===== src/rtl/fpu_rshift_iter.sv =====
// fpu_rshift_iter: iterative multicycle logical right shifter (denormalizer).
// Shifts at most STEP bits per cycle and ORs every bit shifted out into Sticky.
// Used to align significands before rounding (subnormals, int conversion,
// operand alignment) when a full WIDTH barrel shifter is too large.
//
// Ports:
//   clk, reset            clock, synchronous active-high reset
//   Flush                 abort the operation in flight (no result produced)
//   InValid/InReady       input handshake for ShiftIn/ShiftAmt
//   ShiftIn               value to shift right (logical)
//   ShiftAmt              shift amount; values above WIDTH saturate to WIDTH
//   OutValid/OutReady     output handshake for Shifted/Sticky
//   Shifted               ShiftIn >> ShiftAmt
//   Sticky                OR of all bits shifted out
//   Busy                  an operation is in flight (state != IDLE)
module fpu_rshift_iter #(
    parameter  int unsigned WIDTH    = 64,
    parameter  int unsigned STEP     = 8,
    localparam int unsigned LOGWIDTH = $clog2(WIDTH)
) (
    input  logic                clk,
    input  logic                reset,
    input  logic                Flush,
    input  logic                InValid,
    output logic                InReady,
    input  logic [WIDTH-1:0]    ShiftIn,
    input  logic [LOGWIDTH:0]   ShiftAmt,
    output logic                OutValid,
    input  logic                OutReady,
    output logic [WIDTH-1:0]    Shifted,
    output logic                Sticky,
    output logic                Busy
);

    localparam logic [LOGWIDTH:0] WIDTH_L = (LOGWIDTH+1)'(WIDTH);
    localparam logic [LOGWIDTH:0] STEP_L  = (LOGWIDTH+1)'(STEP);

    typedef enum logic [1:0] {
        IDLE,
        SHIFT,
        DONE
    } state_t;

    state_t             state, state_nxt;
    logic [WIDTH-1:0]   data;
    logic               sticky_q;
    logic [LOGWIDTH:0]  rem;

    logic               accept;
    logic [LOGWIDTH:0]  amt_clamp;
    logic [LOGWIDTH:0]  step_amt;
    logic [LOGWIDTH:0]  rem_nxt;
    logic [WIDTH-1:0]   data_sh;
    logic               lost;

    assign accept    = InValid & InReady;
    assign amt_clamp = (ShiftAmt > WIDTH_L) ? WIDTH_L : ShiftAmt;
    assign step_amt  = (rem > STEP_L) ? STEP_L : rem;
    assign rem_nxt   = rem - step_amt;

    // Per-cycle shifter: a mux over the STEP+1 possible distances rather than
    // a full barrel shifter. lost collects the bits that fall off the bottom.
    always_comb begin
        data_sh = data;
        lost    = 1'b0;
        for (int unsigned i = 0; i <= STEP; i++) begin
            if (step_amt == (LOGWIDTH+1)'(i)) begin
                data_sh = data >> i;
                lost    = |(data & ~({WIDTH{1'b1}} << i));
            end
        end
    end

    // State register
    always_ff @(posedge clk) begin
        if (reset) begin
            state <= IDLE;
        end else begin
            state <= state_nxt;
        end
    end

    // Next-state logic; Flush overrides every transition
    always_comb begin
        state_nxt = state;
        if (Flush) begin
            state_nxt = IDLE;
        end else begin
            unique case (state)
                IDLE:  if (accept) state_nxt = (amt_clamp == '0) ? DONE : SHIFT;
                SHIFT: if (rem_nxt == '0) state_nxt = DONE;
                DONE:  if (OutReady) state_nxt = IDLE;
                default: state_nxt = IDLE;
            endcase
        end
    end

    // Outputs decoded from state
    always_comb begin
        InReady  = (state == IDLE) & ~reset & ~Flush;
        OutValid = (state == DONE);
        Busy     = (state != IDLE);
    end

    // Datapath; a flushed cycle leaves the registers untouched (not cleared)
    always_ff @(posedge clk) begin
        if (reset) begin
            data     <= '0;
            sticky_q <= 1'b0;
            rem      <= '0;
        end else if (!Flush) begin
            if (accept) begin
                data     <= ShiftIn;
                sticky_q <= 1'b0;
                rem      <= amt_clamp;
            end else if (state == SHIFT) begin
                data     <= data_sh;
                sticky_q <= sticky_q | lost;
                rem      <= rem_nxt;
            end
        end
    end

    assign Shifted = data;
    assign Sticky  = sticky_q;

endmodule


===== config.mk =====
export PLATFORM = sky130hd
export DESIGN_NAME = fpu_rshift_iter
export DESIGN_NICKNAME = d
export VERILOG_FILES = /design/src/rtl/fpu_rshift_iter.sv
export SDC_FILE = /design/constraint.sdc
export NUM_CORES = 1
export LEC_CHECK = 0
export CORE_UTILIZATION = 50
export CTS_CLUSTER_DIAMETER = 100
export DETAILED_ROUTE_END_ITERATION = 6
export GPL_TIMING_DRIVEN = 0
export PLACE_DENSITY = 0.81
export SLEW_MARGIN = 0
export SYNTH_ARGS = -nofsm -noshare
export SYNTH_HDL_FRONTEND = slang
export SYNTH_SLANG_ARGS = --single-unit

===== constraint.sdc =====
create_clock -name clk -period 3.39 [get_ports clk]
set_input_delay 0.339 -clock clk [delete_from_list [all_inputs] [get_ports clk]]
set_output_delay 0.339 -clock clk [all_outputs]
set_load 0.01 [all_outputs]

==> results of run 1 <==
## power groups by stage
stage               clock (mW)  sequential, mW  combinational [mW]
floorplan                    0            1.03               0.836
global placement             0            1.04                1.42
detailed placement           0            1.04                1.42
CTS                       1.19            1.03                1.43
global route              1.23            1.04                1.56
finish                    1.21            1.04                1.52
## metal layers
layer	GRT usage	vias to the layer above	wire length [um]
met4	0.330	4	3220
li1	-	4294	-
met1	0.632	4733	14700
met5	0.00310	-	95
met3	0.238	307	7290
met2	0.715	1122	16200
## metrics by stage
| stage | power [mW] | setup slack (ps) |
|---|---|---|
| 6_report | 3.77 | 49.6 |
| 5_1_grt | 3.82 | 15.9 |
| 4_1_cts | 3.64 | 35.4 |
| 3_5_place_dp | 2.47 | 61.4 |
| 3_3_place_gp | 2.46 | 78.1 |
| 2_1_floorplan | 1.86 | 647 |
## cells in the mapped netlist, drive strengths merged (16+ instances only)
cell / instances
o221ai: 33
nand2: 110
mux2: 32
clkbuf: 70
nor2: 78
nor3: 30
o211ai: 41
nor2b: 16
inv: 18
a22o: 27
mux4: 18
o22ai: 56
buf: 68
a21oi: 111
nand3: 20
o21ai: 61
mux2i: 42
a221oi: 25
dfxtp: 74
## final cells by class
class / count / area, um^2
timing repair buffer: 143 / 1430
antenna: 1 / 2.50
clock inverter: 4 / 97.6
buffer: 137 / 654
fill: 1373 / 5380
multi-input combinational: 816 / 5530
inverter: 19 / 71.3
tap: 188 / 235
clock buffer: 12 / 256
sequential: 74 / 1480
## cells by family (layout without fill, tap and decap cells)
logic type	Yosys count	after routing	synth area share
muxes	92	92	0.153
AOI/OAI and AO/OA	426	426	0.376
DFF	74	74	0.191
buffers and inverters	157	315	0.0939
and+or+nand+nor	296	296	0.183
adders and majority gates	1	1	0.00162
other	1	2	0.000484
## flip-flops by register name, summed over array words and instances, names as in the netlist
signal   flops
rem          7
state        2
Shifted     64
Sticky       1
## layout by cell type, fill, tap and decap left out, drive strengths merged, types with 6 or more instances in the layout
master	n
a211oi	9
a21boi	8
a21oi	111
a221oi	25
a22o	27
a22oi	6
and3	6
buf	66
clkbuf	83
clkdlybuf4s50	143
dfxtp	74
inv	18
mux2	32
mux2i	42
mux4	18
nand2	110
nand2b	10
nand3	20
nor2	78
nor2b	16
nor3	30
o2111ai	7
o211ai	41
o21a	7
o21ai	61
o221ai	33
o22ai	56
o31ai	6
or3	6
## timing repair
action | 4_1_cts | 5_1_grt
setup buffers | 0 | 0
endpoints found under the setup margin | 0 | 2
resized for setup | 0 | 2
## tightest hold or removal path, delay by kind of cell
kind / cells / cell delay (ps)
AOI/OAI and AO/OA: 1 / 70
buffers and inverters: 1 / 390
and+or+nand+nor: 1 / 60
## how the worst max path moves through the flow
stage	startpoint	end	slack, ps	cells after the start
global route	rem[1]	state[1]	20	10
finish	rem[1]	state[1]	50	10
global placement	rem[5]	state[1]	80	11
floorplan	rem[6]	state[0]	650	11
CTS	rem[5]	state[1]	40	11
detailed placement	rem[5]	state[1]	60	11
==> results.json, run 1 <==
{
  "status": "finished, violations left",
  "violations": "DRC",
  "cts-root-buf": "clkbuf_16",
  "p_leak_nw": 3.20,
  "io_buffers": 143,
  "critPathBufInv": 4,
  "grt_start_max_net_pins": 13,
  "hold_buffers": 0,
  "antenna_found_initial": 1,
  "path_delay_family": "buffers and inverters",
  "end_kind": "flop",
  "slew_headroom": 0.209,
  "hold_end": "Shifted[62]",
  "hold-worst-slack_ps": 544,
  "p_switching_mw": 1.51,
  "clk_pin_slew_ps": 60,
  "hold_class": "in2reg",
  "cts_made_buffers": 9,
  "arrival_ps": 3630,
  "dp_hpwl_um": 28900,
  "p_per_area_nw_per_um2": 386,
  "clkPwrFrac": 0.321,
  "initial_core_util": 0.511,
  "fp-row-count": 45,
  "layout.cells.non_filler": 1394,
  "p_int_mw": 2.26,
  "io_pins": 144,
  "post_dp_cell_area_um2": 9410,
  "ff2ff_path_depth": 10,
  "clk_latency_ps": 380,
  "seqPwrFrac": 0.275,
  "slowest_stage": "or4_4",
  "synth_top_area_share": 0.191,
  "synth-seq-cells": 74,
  "async_flop_share": 0,
  "max_freq_ghz": 0.299,
  "power_frac_comb": 0.403,
  "core_um2": 15100,
  "die_area_um2": 16000,
  "regToRegStartpoint": "rem[1]",
  "drt_pass1_iterations": 7,
  "syn_to_final_growth_pct": 26.1,
  "fin_tns_setup_ps": 0,
  "h-tree-depth": 3,
  "fin_util": 0.645,
  "synth_cells": 1047,
  "place.gp.congestion": 1.07,
  "hold_violations": 0,
  "seq_area_frac_synth": 0.191,
  "vdd_ir_drop_max_uv": 330,
  "critical_path_class": "reg2reg",
  "ys_top_cells_by_area": "dfxtp_1 (19%), a21oi_1 (6.9%), mux2i_1 (5.4%), nand2_1 (5.3%), mux4_2 (5.2%)",
  "report.final.slew_viol_count": 0,
  "dieHeight_um": 126,
  "crit_required_ps": 3670,
  "worstReg2RegEnd": "state[1]",
  "fin_area_um2": 9760,
  "rsz0062_at_grt": "no",
  "min-delay-start": "ShiftIn[62]",
  "worst_pin_slew_ps": 1180,
  "cts_tree": "done",
  "clock_path_buffers": 2,
  "grtUsageTotal": 0.513,
  "finalWirelength_um": 41600,
  "yosys_most_used_dff": "dfxtp_1",
  "drive_above_1_share": 0.128,
  "crit_fanout": 10,
  "cp-start-kind": "flop",
  "num_vias": 10460,
  "syn_avg_cell_area_um2": 7.39,
  "die_w_um": 126,
  "crit_chain": "buf_2 -> buf_2 -> clkbuf_4 -> buf_2 -> nand2_1 -> ha_1 -> o21ai_1 -> a222oi_1 -> or4_4 -> o31ai_2",
  "cpMostUsedCell": "buf_2",
  "grt_pass1_wl_um": 60300,
  "drc": 10,
  "clock-sinks": 74,
  "drt_iter0_drc": 2050,
  "synth_area_leader_cell": "dfxtp_1",
  "grt_pass1_vias": 9643,
  "synth_edf_count": 0,
  "syn_area_um2": 7740,
  "placedCellCount": 1378,
  "finClkSkew_ps": 12.6,
  "gr-total-overflow": 0,
  "switching_share": 0.400,
  "min_period_over_period": 0.985,
  "rrSetupSlack_ps": 50,
  "ys_warn_count": 0,
  "drt.antenna.violating_nets": 0,
  "synth_cell_types": 74,
  "via_per_inst": 7.50,
  "fin_crit_ps": 3340,
  "holdPathStages": 3,
  "crit_path_max_incr_delay_ps": 450,
  "synth_nets": 1124,
  "max-cap-violations": 0,
  "nets": 1277,
  "wl_per_cell_um": 29.8,
  "final-setup-viol-count": 0
}
No activity file was read; power rests on OpenSTA's default activity.
==> inputs of run 2 (changes only) <==
--- a/config.mk
+++ b/config.mk
@@ -7,2 +7,3 @@
 export LEC_CHECK = 0
+export ABC_CLOCK_PERIOD_IN_PS = 3390
 export CORE_UTILIZATION = 50
==> constraint.sdc (replaced) <==
create_clock -name clk -period 3.39 [get_ports clk]
set_input_delay 0.678 -clock clk [delete_from_list [all_inputs] [get_ports clk]]
set_output_delay 0.678 -clock clk [all_outputs]
set_load 0.01 [all_outputs]
==> run 2 against run 1 <==
Net effect: via count rose by 0.97%; non-clock buffer count did not move; critical path type unchanged; critical endpoint unchanged; hold slack improved by 42 ps; worst setup slack got worse by 15 ps; power fell by 0.22%; cell count did not move; the flow now finishes without violations.
==> results.json, run 2 (synthesis gave the netlist of run 1 again) <==
{
  "wl_per_cell_um": 29.7,
  "io_buffers": 143,
  "h-tree-depth": 3,
  "drt_pass1_iterations": 7,
  "p_int_mw": 2.26,
  "mostFrequentLayoutCells": "clkdlybuf4s50_1 (143), nand2_1 (109), a21oi_1 (107), nor2_1 (76), dfxtp_1 (74)",
  "hold_buffers": 0,
  "cp-start-kind": "flop",
  "layout_commonest_cell": "clkdlybuf4s50_1",
  "crit_required_ps": 3680,
  "rsz0062_at_grt": "no",
  "critical_path_class": "reg2reg",
  "clock-sinks": 74,
  "hold_class": "reg2reg",
  "io_pins": 144,
  "clkPwrFrac": 0.321,
  "die_w_um": 126,
  "seqPwrFrac": 0.276,
  "place.gp.congestion": 1.07,
  "hold_violations": 0,
  "cts_tree": "done",
  "status": "finished clean",
  "grt_pass1_vias": 9642,
  "fin_crit_ps": 3360,
  "cts-root-buf": "clkbuf_16",
  "gr-total-overflow": 0,
  "largest_reg_flops": 64,
  "p_switching_mw": 1.50,
  "p_per_area_nw_per_um2": 385,
  "clk_pin_slew_ps": 60,
  "grt_start_max_net_pins": 13,
  "power_frac_comb": 0.403,
  "core_um2": 15100,
  "nets": 1277,
  "regToRegStartpoint": "rem[1]",
  "cts_made_buffers": 9,
  "dieHeight_um": 126,
  "worst_pin_slew_ps": 1150,
  "crit_path_start": "rem[1]",
  "fin_tns_setup_ps": 0,
  "clock_path_buffers": 2,
  "arrival_ps": 3640,
  "switching_share": 0.399,
  "hold-worst-slack_ps": 586,
  "dp_hpwl_um": 28900,
  "max_freq_ghz": 0.298,
  "drt.antenna.violating_nets": 0,
  "max-cap-violations": 0,
  "min-delay-start": "Shifted[20]",
  "clk_latency_ps": 380,
  "final-setup-viol-count": 0,
  "vdd_ir_drop_max_uv": 330,
  "num_vias": 10561,
  "finClkSkew_ps": 8.67,
  "die_area_um2": 16000,
  "grt_pass1_wl_um": 60200,
  "min_period_over_period": 0.990,
  "drc": 0,
  "fp-row-count": 45,
  "report.final.slew_viol_count": 0,
  "crit_fanout": 10,
  "antenna_found_initial": 1,
  "drt_iter0_drc": 2044,
  "slew_headroom": 0.227,
  "grtUsageTotal": 0.513,
  "end_kind": "flop",
  "via_per_inst": 7.58,
  "finalWirelength_um": 41500,
  "p_leak_nw": 3.20,
  "syn_to_final_growth_pct": 26.1,
  "drive_above_1_share": 0.128,
  "initial_core_util": 0.511
}
-- run 2: cell counts in the layout (fill, tap and decap cells not counted) --
No cell type changed its count.
-- run 2: final cells by class --
| class | count | area [um^2] |
|---|---|---|
| well taps | 188 | 235 |
| plain buffers | 137 | 654 |
| fillers | 1373 | 5380 |
| multi-input cells | 816 | 5530 |
| clock inverters | 4 | 97.6 |
| repair buffers | 143 | 1430 |
| clock buffers | 12 | 256 |
| diodes | 1 | 2.50 |
| flip-flops and latches | 74 | 1480 |
| inverters | 19 | 71.3 |
-- run 2: metal layers --
metal  track usage  share of wire
met1         0.631           0.36
met2         0.714           0.40
met3         0.239           0.17
met4         0.329          0.077
met5       0.00310              0
-- run 2: power groups by stage --
stage / Combinational [mW] / Sequential, mW / Clock, mW
6_report: 1.52 / 1.04 / 1.21
5_1_grt: 1.56 / 1.04 / 1.23
4_1_cts: 1.43 / 1.03 / 1.19
3_5_place_dp: 1.42 / 1.04 / 0
3_3_place_gp: 1.42 / 1.04 / 0
2_1_floorplan: 0.836 / 1.03 / 0
-- run 2: stage by stage --
stage          total power [mW]  utilization  cells  cell area (um^2)  setup slack, ps
2_1_floorplan              1.86            -   1047              7740              647
3_3_place_gp               2.46        0.621   1378              9410             78.1
3_5_place_dp               2.47        0.621   1378              9410             61.4
4_1_cts                    3.64        0.645   1394              9760             35.4
5_1_grt                    3.82        0.645   1393              9760             15.9
6_report                   3.76        0.645   1394              9760             34.6
-- run 2: path summary, 6_finish.rpt --
path,to,slack (ps),cells after the start
worst max-delay path,state[1],30,10
worst min-delay path,Shifted[20],590,2
worst max register to register,state[1],30,10
worst min register to register,Shifted[20],590,2
-- run 2: critical path, cell delays in order (launching register included) --
cell	delay, ps
dfxtp_1	430
buf_2	250
buf_2	320
clkbuf_4	370
buf_2	410
nand2_1	100
ha_1	290
o21ai_1	290
a222oi_1	170
or4_4	450
o31ai_2	180
-- run 2: timing repair --
action | 4_1_cts | 5_1_grt
gates resized for setup | 0 | 2
setup endpoints to repair | 0 | 2
buffers inserted | 0 | 0
